[config.mk]
export PLATFORM = sky130hd
export DESIGN_NAME = shift_sequencer
export DESIGN_NICKNAME = d
export VERILOG_FILES = /design/src/rtl/shift_sequencer_pkg.sv /design/src/rtl/shift_sequencer_shifter_step.sv /design/src/rtl/shift_sequencer.sv
export SDC_FILE = /design/constraint.sdc
export NUM_CORES = 1
export LEC_CHECK = 0
export BUFFER_PORTS_ARGS = -buffer_cell sky130_fd_sc_hd__buf_2
export CORE_ASPECT_RATIO = 1.75
export CORE_UTILIZATION = 40
export CTS_CLUSTER_DIAMETER = 150
export CTS_CLUSTER_SIZE = 20
export DETAILED_ROUTE_END_ITERATION = 10
export PLACE_DENSITY = 0.74
export SKIP_CTS_REPAIR_TIMING = 1
export SYNTH_ARGS = -nofsm -noshare
export SYNTH_HDL_FRONTEND = slang
export SYNTH_HIERARCHICAL = 1
export SYNTH_SLANG_ARGS = --single-unit
[constraint.sdc]
create_clock -name clk -period 3.24 [get_ports clk]
set_input_delay 0.486 -clock clk [delete_from_list [all_inputs] [get_ports clk]]
set_output_delay 0.486 -clock clk [all_outputs]
set_load 0.01 [all_outputs]
[src/rtl/shift_sequencer_pkg.sv]
// Shared encodings for the shift sequencer slice.
//   op_e    : shift/rotate operation selected per request
//   state_e : sequencer FSM states
package shift_sequencer_pkg;

  typedef enum logic [1:0] {
    OP_SLL = 2'b00,
    OP_SRL = 2'b01,
    OP_SRA = 2'b10,
    OP_ROL = 2'b11
  } op_e;

  typedef enum logic [1:0] {
    IDLE  = 2'b00,
    SHIFT = 2'b01,
    DONE  = 2'b10
  } state_e;

endpackage

[src/rtl/shift_sequencer_shifter_step.sv]
// shifter_step: one combinational step of the shift datapath.
//   data     : word to shift
//   op       : SLL / SRL / SRA / ROL
//   sel_full : 1 -> shift by SHIFTVAL, 0 -> shift by 1
//   result   : shifted word
module shifter_step
  import shift_sequencer_pkg::*;
#(
  parameter int SIZE     = 32,
  parameter int SHIFTVAL = 2
) (
  input  logic [SIZE-1:0] data,
  input  op_e             op,
  input  logic            sel_full,
  output logic [SIZE-1:0] result
);

  // cand[0] is the 1-bit step, cand[1] the SHIFTVAL-bit step. Both amounts are
  // constants, so each candidate is pure wiring plus a 4:1 mux.
  logic [1:0][SIZE-1:0] cand;

  for (genvar g = 0; g < 2; g++) begin : g_step
    localparam int N = (g == 0) ? 1 : SHIFTVAL;
    assign cand[g] =
      (op == OP_SLL) ? {data[SIZE-1-N:0], {N{1'b0}}}             :
      (op == OP_SRL) ? {{N{1'b0}}, data[SIZE-1:N]}               :
      (op == OP_SRA) ? {{N{data[SIZE-1]}}, data[SIZE-1:N]}       :
                       {data[SIZE-1-N:0], data[SIZE-1:SIZE-N]};
  end

  assign result = sel_full ? cand[1] : cand[0];

endmodule

[src/rtl/shift_sequencer.sv]
// shift_sequencer: drives a fixed-step shifter over several cycles to perform
// arbitrary-amount shifts/rotates. Each SHIFT cycle moves SHIFTVAL bits, or
// 1 bit once fewer than SHIFTVAL remain.
//   clk, rst              : clock, async active-high reset
//   in_valid/in_ready     : request handshake (accepted only in IDLE)
//   in_data/in_amt/in_op  : operand, shift amount, operation
//   abort                 : cancel an in-flight operation (ignored in IDLE)
//   out_valid/out_ready   : response handshake (valid in DONE)
//   out_data              : result, held until the next accept
//   busy                  : state != IDLE
module shift_sequencer
  import shift_sequencer_pkg::*;
#(
  parameter int  SIZE     = 32,
  parameter int  SHIFTVAL = 2,
  localparam int AMTW     = $clog2(SIZE)
) (
  input  logic            clk,
  input  logic            rst,
  input  logic            in_valid,
  output logic            in_ready,
  input  logic [SIZE-1:0] in_data,
  input  logic [AMTW-1:0] in_amt,
  input  logic [1:0]      in_op,
  input  logic            abort,
  output logic            out_valid,
  input  logic            out_ready,
  output logic [SIZE-1:0] out_data,
  output logic            busy
);

  localparam logic [AMTW-1:0] STEP_FULL = AMTW'(SHIFTVAL);

  state_e          state, state_d;
  op_e             op_q;
  logic [SIZE-1:0] data_q, step_out;
  logic [AMTW-1:0] rem, rem_nxt, step_amt;
  logic            sel_full, accept;

  assign sel_full = (rem >= STEP_FULL);
  assign step_amt = sel_full ? STEP_FULL : AMTW'(1);
  assign rem_nxt  = rem - step_amt;

  assign in_ready  = (state == IDLE);
  assign accept    = in_valid && in_ready;
  assign out_valid = (state == DONE);
  assign busy      = (state != IDLE);
  assign out_data  = data_q;

  shifter_step #(.SIZE(SIZE), .SHIFTVAL(SHIFTVAL)) u_step (
    .data     (data_q),
    .op       (op_q),
    .sel_full (sel_full),
    .result   (step_out)
  );

  always_ff @(posedge clk or posedge rst) begin
    if (rst) state <= IDLE;
    else     state <= state_d;
  end

  always_comb begin
    state_d = state;
    unique case (state)
      IDLE:  if (in_valid) state_d = (in_amt == '0) ? DONE : SHIFT;
      SHIFT: if (abort)                 state_d = IDLE;
             else if (rem_nxt == '0)    state_d = DONE;
      DONE:  if (abort || out_ready)    state_d = IDLE;
      default:                          state_d = IDLE;
    endcase
  end

  // Datapath only changes on accept or a live SHIFT step, so out_data holds
  // its last value through DONE, backpressure and the following IDLE.
  always_ff @(posedge clk or posedge rst) begin
    if (rst) begin
      data_q <= '0;
      rem    <= '0;
      op_q   <= OP_SLL;
    end else if (accept) begin
      data_q <= in_data;
      rem    <= in_amt;
      op_q   <= op_e'(in_op);
    end else if (busy && abort) begin
      rem    <= '0;
    end else if (state == SHIFT) begin
      data_q <= step_out;
      rem    <= rem_nxt;
    end
  end

endmodule

==> results of run 1 <==
==> worst max-delay path by stage <==
| stage | start | end | slack [ns] |
|---|---|---|---|
| 2_1_floorplan | rem[3]$_DFFE_PP0P_ | out_data[18]$_DFFE_PP0P_ | 0.96 |
| 3_3_place_gp | rem[4]$_DFFE_PP0P_ | out_data[18]$_DFFE_PP0P_ | 0.56 |
| 3_5_place_dp | rem[4]$_DFFE_PP0P_ | out_data[18]$_DFFE_PP0P_ | 0.47 |
| 4_1_cts | rem[4]$_DFFE_PP0P_ | out_data[18]$_DFFE_PP0P_ | 0.46 |
| 5_1_grt | rem[4]$_DFFE_PP0P_ | out_data[18]$_DFFE_PP0P_ | 0.21 |
| 6_report | rem[4]$_DFFE_PP0P_ | out_data[18]$_DFFE_PP0P_ | 0.44 |
==> routing by layer <==
layer | GRT usage [%] | wire [um]
met1 | 26.0 | 3030
met2 | 31.3 | 3870
met3 | 2.51 | 291
met4 | 9.24 | 227
met5 | 0 | 0
==> stage by stage <==
stage	total power [mW]	hold WS, ns
after floorplan	3.29	0.504
after global placement	3.77	0.552
after detailed placement	3.83	0.598
after CTS	4.34	0.345
after global routing	4.66	0.369
final	4.32	0.315
==> cells by family after synthesis <==
| kind of cell | share of synthesized area, % |
|---|---|
| AOI/OAI and AO/OA | 13.4 |
| xor gates and xnor gates | 1.70 |
| adders and majority gates | 0.405 |
| buffers and inverters | 6.08 |
| DFF | 33.2 |
| muxes | 34.0 |
| and+or+nand+nor | 11.1 |
==> final cells by class <==
type	instances	area, sq um	share of cell area, %
inverter	7	26.3	0.727
multi-input combinational	208	1870	51.9
clock buffer	8	136	3.78
timing repair buffer	83	440	12.2
sequential	41	1030	28.4
tap	88	110	3.05
==> state kept, by name (all words and copies together) (netlist names) <==
name      count
op_q          2
rem           5
out_data     32
state         2
==> power breakdown <==
group | switching, mW | total [mW] | leakage [nW] | internal (mW)
Sequential | 0.441 | 1.20 | 0.454 | 0.758
Combinational | 1.24 | 2.64 | 0.952 | 1.40
Clock | 0.190 | 0.477 | 0.0652 | 0.287
Total | 1.87 | 4.32 | 1.47 | 2.44
==> worst max-delay path, stage by stage, from the launching register on <==
cell     delay (ns)
dfrtp_1        0.43
nor4_2         0.51
inv_1          0.33
inv_2          0.37
buf_12         0.23
mux4_1         0.56
mux2i_1        0.13
a21oi_1        0.08
==> layout by cell type (no fill, tap or decap), types with 2 or more instances in the layout <==
cell	n
a21o_1	2
a21oi_1	41
a31oi_1	2
buf_2	78
buf_4	4
clkbuf_1	3
clkbuf_16	5
dfrtp_1	41
inv_1	5
mux2_2	2
mux2i_1	36
mux4_1	7
mux4_2	21
nand2_1	6
nand2b_1	6
nand3_1	2
nor2_1	37
nor2b_1	6
nor3_1	2
o21a_1	3
o21ai_0	7
o22ai_1	3
o2bb2ai_1	2
o31ai_1	2
==> impl_metrics.env, run 1 <==
export IMPL_finalSetupViolCount=0
export IMPL_antenna_cells=0
export IMPL_synth_avg_cell_area_sq_um=11.1
export IMPL_worstSetupPathType="register to register"
export IMPL_syn_cell_area_sq_um=3090
export IMPL_synth_yosys_warnings=6
export IMPL_clk_root_buffer_cell="clkbuf_16"
export IMPL_startpoint_type="register"
export IMPL_worstReg2RegStart="rem[4]$_DFFE_PP0P_"
export IMPL_synth_ff_type="dfrtp_1"
export IMPL_place_ws_ns=0.468
export IMPL_routed_wl_um=7420
export IMPL_fp_dieW_um=68.4
export IMPL_synth_area_leaders="dfrtp_1 (33%), mux4_2 (15%), mux2i_1 (12%), a21oi_1 (6.6%), mux4_1 (6.0%)"
export IMPL_port_buffers=78
export IMPL_io_pins=79
export IMPL_worstPathRequired_ns=3.37
export IMPL_reg2regPathDepth=7
export IMPL_syn_inst=279
export IMPL_tightestPinTransition_ns=0.650
export IMPL_grt_overflow=0
export IMPL_arrival_ns=2.93
export IMPL_postRouteAntennaNets=0
export IMPL_drt_pass1_iter_count=4
export IMPL_syn2layout_area_growth_pct=17.0
export IMPL_synth_seq_area_share_pct=33.2
export IMPL_yosys_area_top_type="dfrtp_1"
export IMPL_grt_max_degree=65
export IMPL_netlist_area_leader_share_pct=33.2
export IMPL_synthTopCellsByCount="a21oi_1 (41), dfrtp_1 (41), nor2_1 (37)"
export IMPL_maxCapViolCount=0
export IMPL_fmax_mhz=357
export IMPL_synth_edff_count=0
export IMPL_die_area_sq_um=8090
export IMPL_drt_iter0_drc=198
export IMPL_grt_pass1_vias=2331
export IMPL_num_rows=42
export IMPL_wl_per_cell_um=17.1
export IMPL_worstPathMaxFanout=18
export IMPL_start_util_pct=41.1
export IMPL_fin_cells=435
export IMPL_cts_buffers=5
export IMPL_clk_pin_slew_ns=0.06
export IMPL_dp_cells=427
export IMPL_rsz0062_at_grt="false"
export IMPL_worst_slack_ns=0.440
export IMPL_final_cell_area_sq_um=3610
export IMPL_synth_seq_cells=41
export IMPL_p_leak_nw=1.47
export IMPL_drc_errors=0
export IMPL_cts_buffer_depth=2
export IMPL_fillers=714
export IMPL_cts_max_level=2
export IMPL_die_y_um=118
export IMPL_synth_async_reset_ratio_pct=100
export IMPL_num_vias=2443
export IMPL_finalMaxSlewViolations=0
export IMPL_gp_congestion=0.869
export IMPL_status="finished, final reports clean"
export IMPL_r2r_slack_ns=0.44
export IMPL_final_setup_tns_ns=0
export IMPL_timing_slew_headroom_pct=56.6
export IMPL_grt_first_pass_wirelength_um=12000
export IMPL_clock_latency_ns=0.28
export IMPL_hold_viol_final=0
export IMPL_place_area_sq_um=3480
export IMPL_syn_num_nets=324
export IMPL_fin_util_pct=48.1
export IMPL_period_needed_ns=2.80
export IMPL_synth_distinct_cells=46
export IMPL_cts_tree="yes"
export IMPL_rr_endpoint="out_data[18]$_DFFE_PP0P_"
export IMPL_vias_per_cell=5.62
export IMPL_cp_end_kind="register"
export IMPL_clock_sinks=41
export IMPL_ir_drop_v=0.000460
export IMPL_place_detailed_hpwl_um=5180
export IMPL_power_density_nw_per_um2=1200
export IMPL_antenna_found_initial=0
export IMPL_nets=391
export IMPL_layout_drive_gt1_share_pct=34.6
export IMPL_fin_worst_skew_ns=0.00454
export IMPL_core_area_sq_um=7510
export IMPL_period_share_pct=86.4
export IMPL_grt_util_all_layers_pct=19.8
export IMPL_hold_path_class="input pin to async pin"
(Power assumes the default switching activity.)
==> run 2, diff against run 1 <==
==> constraint.sdc (replaced) <==
create_clock -name clk -period 3.24 [get_ports clk]
set_input_delay 0.162 -clock clk [delete_from_list [all_inputs] [get_ports clk]]
set_output_delay 0.162 -clock clk [all_outputs]
set_load 0.01 [all_outputs]
==> impl_metrics.env, run 2 (synthesized netlist as in run 1, its figures left out) <==
export IMPL_place_ws_ns=0.501
export IMPL_tightestPinTransition_ns=0.657
export IMPL_place_detailed_hpwl_um=5220
export IMPL_nets=391
export IMPL_clk_root_buffer_cell="clkbuf_16"
export IMPL_syn2layout_area_growth_pct=18.2
export IMPL_antenna_found_initial=0
export IMPL_hold_viol_final=7
export IMPL_timing_slew_headroom_pct=56.2
export IMPL_die_area_sq_um=8090
export IMPL_gp_congestion=0.880
export IMPL_die_y_um=118
export IMPL_io_pins=79
export IMPL_clk_pin_slew_ns=0.06
export IMPL_fmax_mhz=368
export IMPL_finalMaxSlewViolations=0
export IMPL_largest_register_ffs=32
export IMPL_wl_per_cell_um=16.8
export IMPL_drt_pass1_iter_count=4
export IMPL_maxCapViolCount=0
export IMPL_drt_iter0_drc=219
export IMPL_crit_family="buffers and inverters"
export IMPL_status="finished, violations left"
export IMPL_core_area_sq_um=7510
export IMPL_crit_chain="nor4_2 > inv_1 > inv_2 > buf_12 > mux4_1 > mux2i_1 > a21oi_1"
export IMPL_final_setup_tns_ns=0
export IMPL_r2r_slack_ns=0.52
export IMPL_power_density_nw_per_um2=1210
export IMPL_cts_max_level=2
export IMPL_finalSetupViolCount=0
export IMPL_cts_tree="yes"
export IMPL_period_share_pct=83.9
export IMPL_cp_end_kind="register"
export IMPL_layout_drive_gt1_share_pct=35.2
export IMPL_arrival_ns=2.86
export IMPL_port_buffers=78
export IMPL_final_common_cell="buf_2"
export IMPL_clock_latency_ns=0.28
export IMPL_startpoint_type="register"
export IMPL_reg2regPathDepth=7
export IMPL_cts_buffer_depth=2
export IMPL_failed_checks="hold timing"
export IMPL_ir_drop_v=0.000432
export IMPL_routed_wl_um=7320
export IMPL_worstPathRequired_ns=3.38
export IMPL_drc_errors=0
export IMPL_start_util_pct=41.1
export IMPL_slowest_delay_ns=0.56
export IMPL_vias_per_cell=5.70
export IMPL_worst_path_max_delay_cell="mux4_1"
export IMPL_rr_endpoint="out_data[18]$_DFFE_PP0P_"
export IMPL_grt_max_degree=65
export IMPL_cts_buffers=5
export IMPL_fp_dieW_um=68.4
export IMPL_rsz0062_at_grt="false"
export IMPL_grt_overflow=0
export IMPL_hold_path_class="input pin to async pin"
export IMPL_grt_first_pass_wirelength_um=12000
export IMPL_period_needed_ns=2.72
export IMPL_worstReg2RegStart="rem[4]$_DFFE_PP0P_"
export IMPL_worst_path_buf_inv=3
export IMPL_grt_util_all_layers_pct=19.8
export IMPL_grt_pass1_vias=2384
export IMPL_fin_worst_skew_ns=0.00459
export IMPL_p_leak_nw=1.49
export IMPL_worst_slack_ns=0.522
export IMPL_antenna_cells=0
export IMPL_postRouteAntennaNets=0
export IMPL_num_rows=42
export IMPL_layout_common_cells="buf_2 (78), a21oi_1 (41), dfrtp_1 (41), nor2_1 (37), mux2i_1 (36)"
export IMPL_num_vias=2479
export IMPL_clock_sinks=41
export IMPL_worstPathMaxFanout=18
export IMPL_fin_hold_ws_ns=-0.0119
export IMPL_worstSetupPathType="register to register"
==> run 2: worst reg2reg max path: stages (launching register included) <==
cell     delay, ns
dfrtp_1       0.43
nor4_2        0.48
inv_1         0.30
inv_2         0.36
buf_12        0.22
mux4_1        0.57
mux2i_1       0.13
a21oi_1       0.08
==> run 2: worst max path at each step <==
stage,startpoint,endpoint,slack (ns),cells past startpoint
3_5_place_dp,rem[4]$_DFFE_PP0P_,out_data[18]$_DFFE_PP0P_,0.50,7
5_1_grt,rem[4]$_DFFE_PP0P_,out_data[17]$_DFFE_PP0P_,0.33,7
4_1_cts,rem[4]$_DFFE_PP0P_,out_data[18]$_DFFE_PP0P_,0.52,7
6_report,rem[4]$_DFFE_PP0P_,out_data[18]$_DFFE_PP0P_,0.52,7
3_3_place_gp,rem[4]$_DFFE_PP0P_,out_data[18]$_DFFE_PP0P_,0.56,7
2_1_floorplan,rem[3]$_DFFE_PP0P_,out_data[18]$_DFFE_PP0P_,0.96,9
==> run 2: cell type report <==
cell class,instances,area (sq um)
multi-input cells,208,1870
clock buffers,7,143
flip-flops and latches,41,1030
fillers,691,3870
inverters,7,26.3
well taps,88,110
repair buffers,83,440
clock inverters,1,30.0
==> run 2: per-stage QoR <==
stage                     power (mW)  instance area (sq um)  instances  util [%]  hold WS [ns]
final                           4.40                   3650        435      48.6       -0.0119
after global routing            4.74                   3650        435      48.6        0.0546
after CTS                       4.44                   3650        435      48.6        0.0208
after detailed placement        3.83                   3480        427      46.3         0.328
after global placement          3.77                   3480        427      46.3         0.316
after floorplan                 3.29                   3090        279         -         0.295
==> run 2: metal layers <==
layer	vias to the layer above	track usage, %	wire [um]
met5	-	0	0
met4	0	6.64	129
met3	10	2.99	256
met2	65	33.6	4010
met1	1215	24.5	2920
li1	1189	-	-
==> run 2: report_power, final <==
part / internal, mW / switching (mW) / total [mW] / leakage (nW)
clock network: 0.385 / 0.201 / 0.586 / 0.0841
logic: 1.40 / 1.22 / 2.62 / 0.952
registers: 0.758 / 0.437 / 1.20 / 0.454
total: 2.54 / 1.86 / 4.40 / 1.49
